[config.mk]
export PLATFORM = sky130hd
export DESIGN_NAME = mem_load_unit
export DESIGN_NICKNAME = d
export VERILOG_FILES = /design/src/rtl/mem_pkg.sv /design/src/rtl/load_extract.sv /design/src/rtl/mem_load_unit.sv
export SDC_FILE = /design/constraint.sdc
export NUM_CORES = 1
export LEC_CHECK = 0
export CAP_MARGIN = 20
export CORE_UTILIZATION = 40
export CTS_CLUSTER_SIZE = 14
export DETAILED_ROUTE_END_ITERATION = 12
export PLACE_DENSITY_LB_ADDON = 0.2
export SYNTH_ARGS = -nofsm -noshare
export SYNTH_HDL_FRONTEND = slang
export SYNTH_SLANG_ARGS = --single-unit
[constraint.sdc]
create_clock -name clk -period 3.25 [get_ports clk]
set_input_delay 0.65 -clock clk [delete_from_list [all_inputs] [get_ports clk]]
set_output_delay 0.65 -clock clk [all_outputs]
set_load 0.02 [all_outputs]
[src/rtl/mem_pkg.sv]
// Shared load/store definitions: RISC-V load funct3 codes, fault causes and
// the load unit state encoding.
package mem_pkg;

  localparam logic [2:0] F3_LB  = 3'b000;
  localparam logic [2:0] F3_LH  = 3'b001;
  localparam logic [2:0] F3_LW  = 3'b010;
  localparam logic [2:0] F3_LD  = 3'b011;
  localparam logic [2:0] F3_LBU = 3'b100;
  localparam logic [2:0] F3_LHU = 3'b101;
  localparam logic [2:0] F3_LWU = 3'b110;

  localparam logic [1:0] FC_NONE       = 2'b00;
  localparam logic [1:0] FC_MISALIGNED = 2'b01;
  localparam logic [1:0] FC_ILLEGAL    = 2'b10;
  localparam logic [1:0] FC_TIMEOUT    = 2'b11;

  typedef enum logic [1:0] {
    ST_IDLE = 2'd0,
    ST_READ = 2'd1,
    ST_RESP = 2'd2
  } state_t;

  // LD and LWU only exist on a 64-bit datapath.
  function automatic logic f3_legal(input logic [2:0] f3, input logic xlen64);
    logic ok;
    case (f3)
      F3_LB, F3_LH, F3_LW, F3_LBU, F3_LHU: ok = 1'b1;
      F3_LD, F3_LWU:                       ok = xlen64;
      default:                             ok = 1'b0;
    endcase
    return ok;
  endfunction

endpackage

[src/rtl/load_extract.sv]
// Byte-lane select plus sign/zero extension of a memory word for a load of
// the given funct3 at byte offset off within the word.
module load_extract
  import mem_pkg::*;
#(
  parameter int XLEN = 32
) (
  input  logic [2:0]                 funct3,
  input  logic [$clog2(XLEN/8)-1:0] off,
  input  logic [XLEN-1:0]            rdata,
  output logic [XLEN-1:0]            data
);

  localparam int OFF_W = $clog2(XLEN/8);

  logic [OFF_W+2:0] b_sh, h_sh, w_sh;
  logic [7:0]       b_f;
  logic [15:0]      h_f;
  logic [31:0]      w_f;

  always_comb begin
    // Halves and words ignore the offset bits below their own size.
    b_sh = {off, 3'b000};
    h_sh = {off & ~OFF_W'(1), 3'b000};
    w_sh = {off & ~OFF_W'(3), 3'b000};
    b_f  = 8'(rdata >> b_sh);
    h_f  = 16'(rdata >> h_sh);
    w_f  = 32'(rdata >> w_sh);
    data = rdata;
    case (funct3)
      F3_LB:   data = XLEN'($signed(b_f));
      F3_LBU:  data = XLEN'(b_f);
      F3_LH:   data = XLEN'($signed(h_f));
      F3_LHU:  data = XLEN'(h_f);
      F3_LW:   data = XLEN'($signed(w_f));
      F3_LWU:  data = XLEN'(w_f);
      default: data = rdata;
    endcase
  end

endmodule

[src/rtl/mem_load_unit.sv]
// Load unit: checks and accepts a load, runs a word-aligned read handshake
// against a multi-cycle memory, then formats the returned word.
module mem_load_unit
  import mem_pkg::*;
#(
  parameter int          XLEN        = 32,
  parameter int          ADDR_W      = 32,
  parameter int unsigned TIMEOUT_CYC = 255
) (
  input  logic              clk,
  input  logic              reset,
  input  logic              load_en,
  input  logic [2:0]        funct3,
  input  logic [ADDR_W-1:0] addr,
  input  logic              flush,
  output logic              mem_read,
  output logic [ADDR_W-1:0] mem_addr,
  input  logic [XLEN-1:0]   mem_rdata,
  input  logic              mem_busywait,
  output logic [XLEN-1:0]   load_data,
  output logic              load_valid,
  output logic              stall,
  output logic              fault,
  output logic [1:0]        fault_cause,
  output logic [1:0]        dbg_state
);

  localparam int OFF_W = $clog2(XLEN/8);

  // Memory handshake: mem_read is held with a stable mem_addr until a cycle
  // in which mem_busywait is low; that cycle's mem_rdata is the read data.
  state_t            state;
  logic [2:0]        f3_q;
  logic [OFF_W-1:0]  off_q;
  logic              discard_q;
  logic [31:0]       wait_cnt;
  logic [OFF_W-1:0]  off;
  logic              legal, aligned, timeout_hit;
  logic [XLEN-1:0]   ext_data;

  always_comb begin
    off     = addr[OFF_W-1:0];
    legal   = f3_legal(funct3, XLEN == 64);
    case (funct3[1:0])
      2'b00:   aligned = 1'b1;
      2'b01:   aligned = ~off[0];
      2'b10:   aligned = (off[1:0] == 2'b00);
      default: aligned = (off == '0);
    endcase
    timeout_hit = (TIMEOUT_CYC != 0) && (wait_cnt == TIMEOUT_CYC - 1);
  end

  assign stall = ~reset &&
                 ((state == ST_IDLE && load_en && legal && aligned && !flush) ||
                  state == ST_READ);
  assign dbg_state = state;

  load_extract #(.XLEN(XLEN)) u_extract (
    .funct3 (f3_q),
    .off    (off_q),
    .rdata  (mem_rdata),
    .data   (ext_data)
  );

  always_ff @(posedge clk or posedge reset) begin
    if (reset) begin
      state       <= ST_IDLE;
      f3_q        <= '0;
      off_q       <= '0;
      discard_q   <= 1'b0;
      wait_cnt    <= '0;
      mem_read    <= 1'b0;
      mem_addr    <= '0;
      load_data   <= '0;
      load_valid  <= 1'b0;
      fault       <= 1'b0;
      fault_cause <= FC_NONE;
    end else begin
      fault      <= 1'b0;
      load_valid <= 1'b0;
      case (state)
        ST_IDLE: begin
          if (load_en && !flush) begin
            if (!legal) begin
              fault       <= 1'b1;
              fault_cause <= FC_ILLEGAL;
            end else if (!aligned) begin
              fault       <= 1'b1;
              fault_cause <= FC_MISALIGNED;
            end else begin
              f3_q      <= funct3;
              off_q     <= off;
              mem_addr  <= {addr[ADDR_W-1:OFF_W], {OFF_W{1'b0}}};
              mem_read  <= 1'b1;
              wait_cnt  <= '0;
              discard_q <= 1'b0;
              state     <= ST_READ;
            end
          end
        end
        ST_READ: begin
          // A flush only marks the load; the memory read still finishes.
          discard_q <= discard_q | flush;
          if (!mem_busywait) begin
            mem_read   <= 1'b0;
            load_valid <= !(discard_q || flush);
            if (!(discard_q || flush)) load_data <= ext_data;
            state      <= ST_RESP;
          end else if (timeout_hit) begin
            mem_read    <= 1'b0;
            fault       <= 1'b1;
            fault_cause <= FC_TIMEOUT;
            state       <= ST_IDLE;
          end else begin
            wait_cnt <= wait_cnt + 32'd1;
          end
        end
        ST_RESP: begin
          discard_q <= 1'b0;
          state     <= ST_IDLE;
        end
        default: state <= ST_IDLE;
      endcase
    end
  end

endmodule

# Word-level counts from Yosys, hierarchy flattened
# Index checks and enable logic that the tools add are counted.
[totals]
word_cells = 102
ff_bits = 107
out_inout_bits = 72
[classes]
n_eq_ne = 19
muxes = 39
n_bitwise = 5
n_reduce_logical = 25
shifts = 2
addsub = 1
[ops]
columns = ["operator", "n"]
rows = [
  ["$mux 32", 5],
  ["$pmux 32 s4", 1],
  ["$pmux 32 s2", 1],
  ["$add 32x1->32 const B", 1],
  ["$eq 32x8->1 const B", 1],
  ["$shr 32x5->16", 1],
  ["$shr 32x5->8", 1],
  ["$mux 2", 10],
  ["$mux 1", 16],
  ["$eq 3x3->1 const B", 4],
  ["$reduce_and 4->1", 3],
  ["$ne 2x2->1 const B", 5],
  ["$reduce_and 5->1", 2],
  ["$pmux 2 s2", 2],
  ["$eq 3x1->1 const B", 2],
  ["$logic_and 1x1->1", 6],
  ["$logic_not 2->1", 3],
  ["$logic_not 3->1", 2],
  ["$ne 3x3->1 const B", 2],
  ["$pmux 1 s2", 3],
  ["$reduce_and 6->1", 1],
  ["$reduce_or 5->1", 1],
  ["$eq 2x1->1 const B", 2],
  ["$not 1->1", 4],
  ["other kinds (10)", 12],
]

# Depth between registers and ports, before layout
[logic_depth]
word_depth = 8
depth_mapped = 9
depth_no_buf = 7

# Cells and area by module
# Synthesis repeated with hierarchy kept, for this count alone.
[hier_totals]
cells_unflattened = 584
area_unflattened_um2 = 5626.6
[by_module_without_submodules]
columns = ["module", "seq_area_each_um2", "cells_per_inst", "n_inst", "area_each_um2"]
rows = [
  ["mem_load_unit", 2677.6, 454, 1, 4780.8],
  ["load_extract", 0.0, 130, 1, 845.8],
]

# Worst setup path after synthesis
# OpenSTA, ideal clock, no wires.
[synth_timing]
path_kind = "input -> output"
startpoint = "input funct3[0]"
endpoint = "output stall"
setup_slack_ps = 756
path_buffers = 1
path_stages = 5
t_arrival_ps = 1844
path_cell_list = "o31a_1 > o22ai_1 > nand2_1 > clkbuf_1 > a21oi_1"
[synth_via]
elab_chain_len = 8
word_cells_on_any_way = 15
classes_between = "5 x eq/ne; 2 x mux; 8 x reduce/logical"
[synth_rtl]
columns = ["element", "line_no", "text"]
rows = [
  ["start, declared", "mem_load_unit.sv:13", "input logic [2:0] funct3,"],
  ["$eq 3x1->1 (tied with other cells)", "mem_pkg.sv:27", "case (f3)"],
  ["$reduce_or 5->1", "mem_pkg.sv:27", ""],
  ["$mux 1", "mem_pkg.sv:27", ""],
  ["$logic_and 1x1->1", "mem_load_unit.sv:54", "((state == ST_IDLE && load_en && legal && aligned && !flush) ||"],
  ["$logic_and 1x1->1 (*) (2 in a row)", "mem_load_unit.sv:54", ""],
  ["$logic_or 1x1->1 (*)", "mem_load_unit.sv:54", ""],
  ["$logic_and 1x1->1 (*)", "mem_load_unit.sv:53", "assign stall = ~reset &&"],
  ["end, declared", "mem_load_unit.sv:22", "output logic stall,"],
]
# Every way passes the cells marked *; elsewhere a longest branch is shown, timed or not.

# Final worst setup path
# Ends and elaborated chain as after synthesis.

==> flow_summary_export.csv <==
group,metric,value,unit
outcome,status,"finished clean",
clock_network,clock-sinks,107,
worst_setup_path,crit_chain,"clkdlybuf4s50_1, o31a_1, o22ai_1, buf_4, nand2_1, a21oi_1, dlygate4sd2_1",
synth,yosysMostFrequentCell,"nand2_1",
synth,synth.avg_cell_area,8.96,µm²
finish,insertedDiodeCount,0,
sta,fmax,0.338,GHz
worst_setup_path,r2r_slack,0.98,ns
synth,ys_top_cells_by_count,"nand2_1, dfrtp_1, o21ai_0, a21oi_1, clkbuf_1",
grt,grt_pass1_wl,22.4,mm
worst_setup_path,cp_top_family,"buffers and inverters",
grt,grt_max_degree,54,
worst_setup_path,critPathSlowestCell,"clkdlybuf4s50_1",
routing,drt.antenna.violating_nets,0,
routing,wl_per_cell,15.7,µm
synth,synth-edff-count,0,
synth,ys.flop_type,"dfrtp_1",
worst_setup_path,critPathArrivalTime,2.31,ns
worst_setup_path,max_stage_delay,0.42,ns
die,initial_core_util,40.9,%
routing,drc,0,
placed_design,place_inst,872,
pwr,p_per_area,678,nW/µm²
routing,routed_wl,13.9,mm
min_path,hp-start,"mem_addr[20]$_DFFE_PP0P_",
clock_network,cts-hold-fix-buffers,0,
sta,period_share,91.1,%
worst_setup_path,r2r-end,"wait_cnt[27]$_DFFE_PP0P_",
worst_setup_path,r2r_cells,5,
die,io-pin-count,144,
worst_setup_path,critical_path_class,"in2out",
job,drv_cap,0,
clock_network,clk_pin_slew,0.07,ns
clock_network,post_cts_buffers,0,
synth,ys_ff_latch,107,
synth,yosys.area.top_type_share,51.9,%
routing,drt_pass1_iterations,5,
die,die_h,116,µm
die,core_area,12600,µm²
sta,finalHoldViolations,0,
sta,worst_slew_pin_slew,0.852,ns
grt,grt_pass1_vias,4598,
worst_setup_path,cp_max_fo,2,
clock_network,cts-resized-gates,1,
sta,clock_skew,0.00872,ns
clock_network,cts_tree,"built",
synth,syn-cell-area,5160,µm²
finish,drive_gt1_share,6.28,%
clock_network,cts_root_buf,"clkbuf_16",
synth,synth_cells,576,
grt,overflow,0,
placed_design,gp_congestion,0.838,
clock_network,cts-buffers-inserted,9,
sta,timing.hold.ws,0.474,ns
min_path,hold-path-cell-count,2,
clock_network,clockBufferDepth,2,
clock_network,htree_levels,3,
worst_setup_path,cp.depth,7,
sta,min_period,2.96,ns
placed_design,numPortBuffers,141,
finish,instances_no_fill,888,
finish,areaGrowthSynthToFinish,37.6,%
die,die-area,13400,µm²
synth,synth_area_leaders,"dfrtp_1, nand2_1, o21ai_0",
synth,async_reset_ff_share,100,%
worst_setup_path,path_buf_inv,3,
placed_design,hpwl,9.80,mm
synth,yosys.area.top_type,"dfrtp_1",
finish,fin_nets,785,
sta,rsz0062_at_grt,"false",
worst_setup_path,start_kind,"primary input",
synth,seq_area_frac_synth,51.9,%
synth,synth.distinct_cells,49,
die,placementRows,41,
min_path,hold_path_class,"reg2reg",
synth,synth_warnings,0,
die,die_w,116,µm
grt,globalRouteTotalUtil,21.7,%
min_path,hold_end,"mem_addr[20]$_DFFE_PP0P_",
worst_setup_path,end_kind,"primary output",
sta,max-slew-margin-rel,43.0,%
clock_network,clk_latency,0.35,ns
routing,viasPerCell,5.31,
sta,final-setup-viol-count,0,
worst_setup_path,worstReg2RegStart,"wait_cnt[8]$_DFFE_PP0P_",
routing,vias,4719,
grt,antenna_found_initial,0,
pwr,ir_drop,0.000313,V
routing,drt_iter0_markers,386,
sta,drv_slew,0,
pwr,p_total,4.82,mW
worst_setup_path,critPathRequiredTime,2.60,ns
pwr,p_leak,3.08,nW
[layer usage]
metal	up-vias	GRT usage (%)	part of all wire, %
li1	2282	-	-
met1	2250	27.6	44
met2	168	36.0	47
met3	19	5.44	6.5
met4	0	7.78	1.9
met5	-	0	0
[cell families (layout without fill, tap and decap cells)]
family	Yosys count	in the layout	share of synthesized area [%]
flops	107	107	51.9
xor+xnor	10	10	1.70
compound gates	130	130	15.4
mux	14	14	2.79
buf+inv	50	189	3.88
other cells	1	2	0.0726
simple gates	262	262	23.8
fa+ha+maj	2	2	0.485
[sequential cells by signal (all words and copies together), names as in the netlist]
signal / count
load_valid: 1
fault_cause: 2
discard_q: 1
mem_read: 1
off_q: 2
load_data: 32
wait_cnt: 32
fault: 1
mem_addr: 30
dbg_state: 2
f3_q: 3
[through the flow]
stage	setup TNS, ns	utilization, %	setup slack, ns	instance area, µm²
floorplan	0	-	0.756	5170
global placement	-0.0181	54.0	-0.0181	6820
detailed placement	-0.00331	54.0	-0.00331	6820
CTS	0	56.3	0.268	7100
global route	0	56.3	0.200	7100
finish	0	56.3	0.290	7100
[cells in the final DEF, fill, tap and decap left out, drive strengths merged, types with 2 or more instances in the layout]
| cell type | synthesis | routed |
|---|---|---|
| nand2 | 156 | 156 |
| clkdlybuf4s50 | 0 | 140 |
| dfrtp | 107 | 107 |
| o21ai | 47 | 47 |
| a21oi | 36 | 36 |
| nor2 | 20 | 20 |
| buf | 7 | 18 |
| inv | 14 | 15 |
| nand4 | 14 | 14 |
| o31ai | 14 | 14 |
| nand3 | 12 | 12 |
| mux2i | 11 | 11 |
| or4 | 10 | 10 |
| clkbuf | 29 | 10 |
| o22ai | 8 | 8 |
| nor4 | 8 | 8 |
| nor3b | 7 | 7 |
| nor3 | 7 | 7 |
| a221oi | 7 | 7 |
| and4 | 7 | 7 |
| o211ai | 7 | 7 |
| xnor2 | 7 | 7 |
| nand2b | 5 | 5 |
| nor2b | 3 | 3 |
| mux2 | 3 | 3 |
| or3 | 3 | 3 |
| xor2 | 3 | 3 |
| and3 | 3 | 3 |
| clkinv | 0 | 3 |
| o31a | 2 | 2 |
| a211oi | 2 | 2 |
| clkinvlp | 0 | 2 |
| ha | 2 | 2 |
| conb | 1 | 2 |
| and2 | 2 | 2 |
| or2 | 2 | 2 |
[worst min-delay path: cells and delay by family, from the launching register on]
kind	cells	cell delay, ns
and+or+nand+nor	2	0.10
DFF	1	0.34
[power by group]
group / internal, mW / switching (mW) / total (mW)
Combinational: 0.881 / 0.975 / 1.86
Sequential: 1.67 / 0.237 / 1.90
Clock: 0.548 / 0.507 / 1.05
Total: 3.10 / 1.72 / 4.82
[cell type report]
| class | count | area (µm²) |
|---|---|---|
| clock buffers | 10 | 239 |
| clock inverters | 6 | 47.5 |
| well taps | 172 | 215 |
| inverters | 14 | 56.3 |
| flip-flops and latches | 107 | 2680 |
| fillers | 1139 | 5520 |
| repair buffers | 159 | 1570 |
| multi-input cells | 420 | 2300 |
[worst max path at each step]
| stage | end | start |
|---|---|---|
| after global routing | stall | funct3[2] |
| after floorplan | stall | funct3[0] |
| final | stall | funct3[0] |
| after CTS | stall | funct3[0] |
| after global placement | stall | funct3[0] |
| after detailed placement | stall | funct3[0] |
Note: power is estimated with default switching activity, not from simulation.
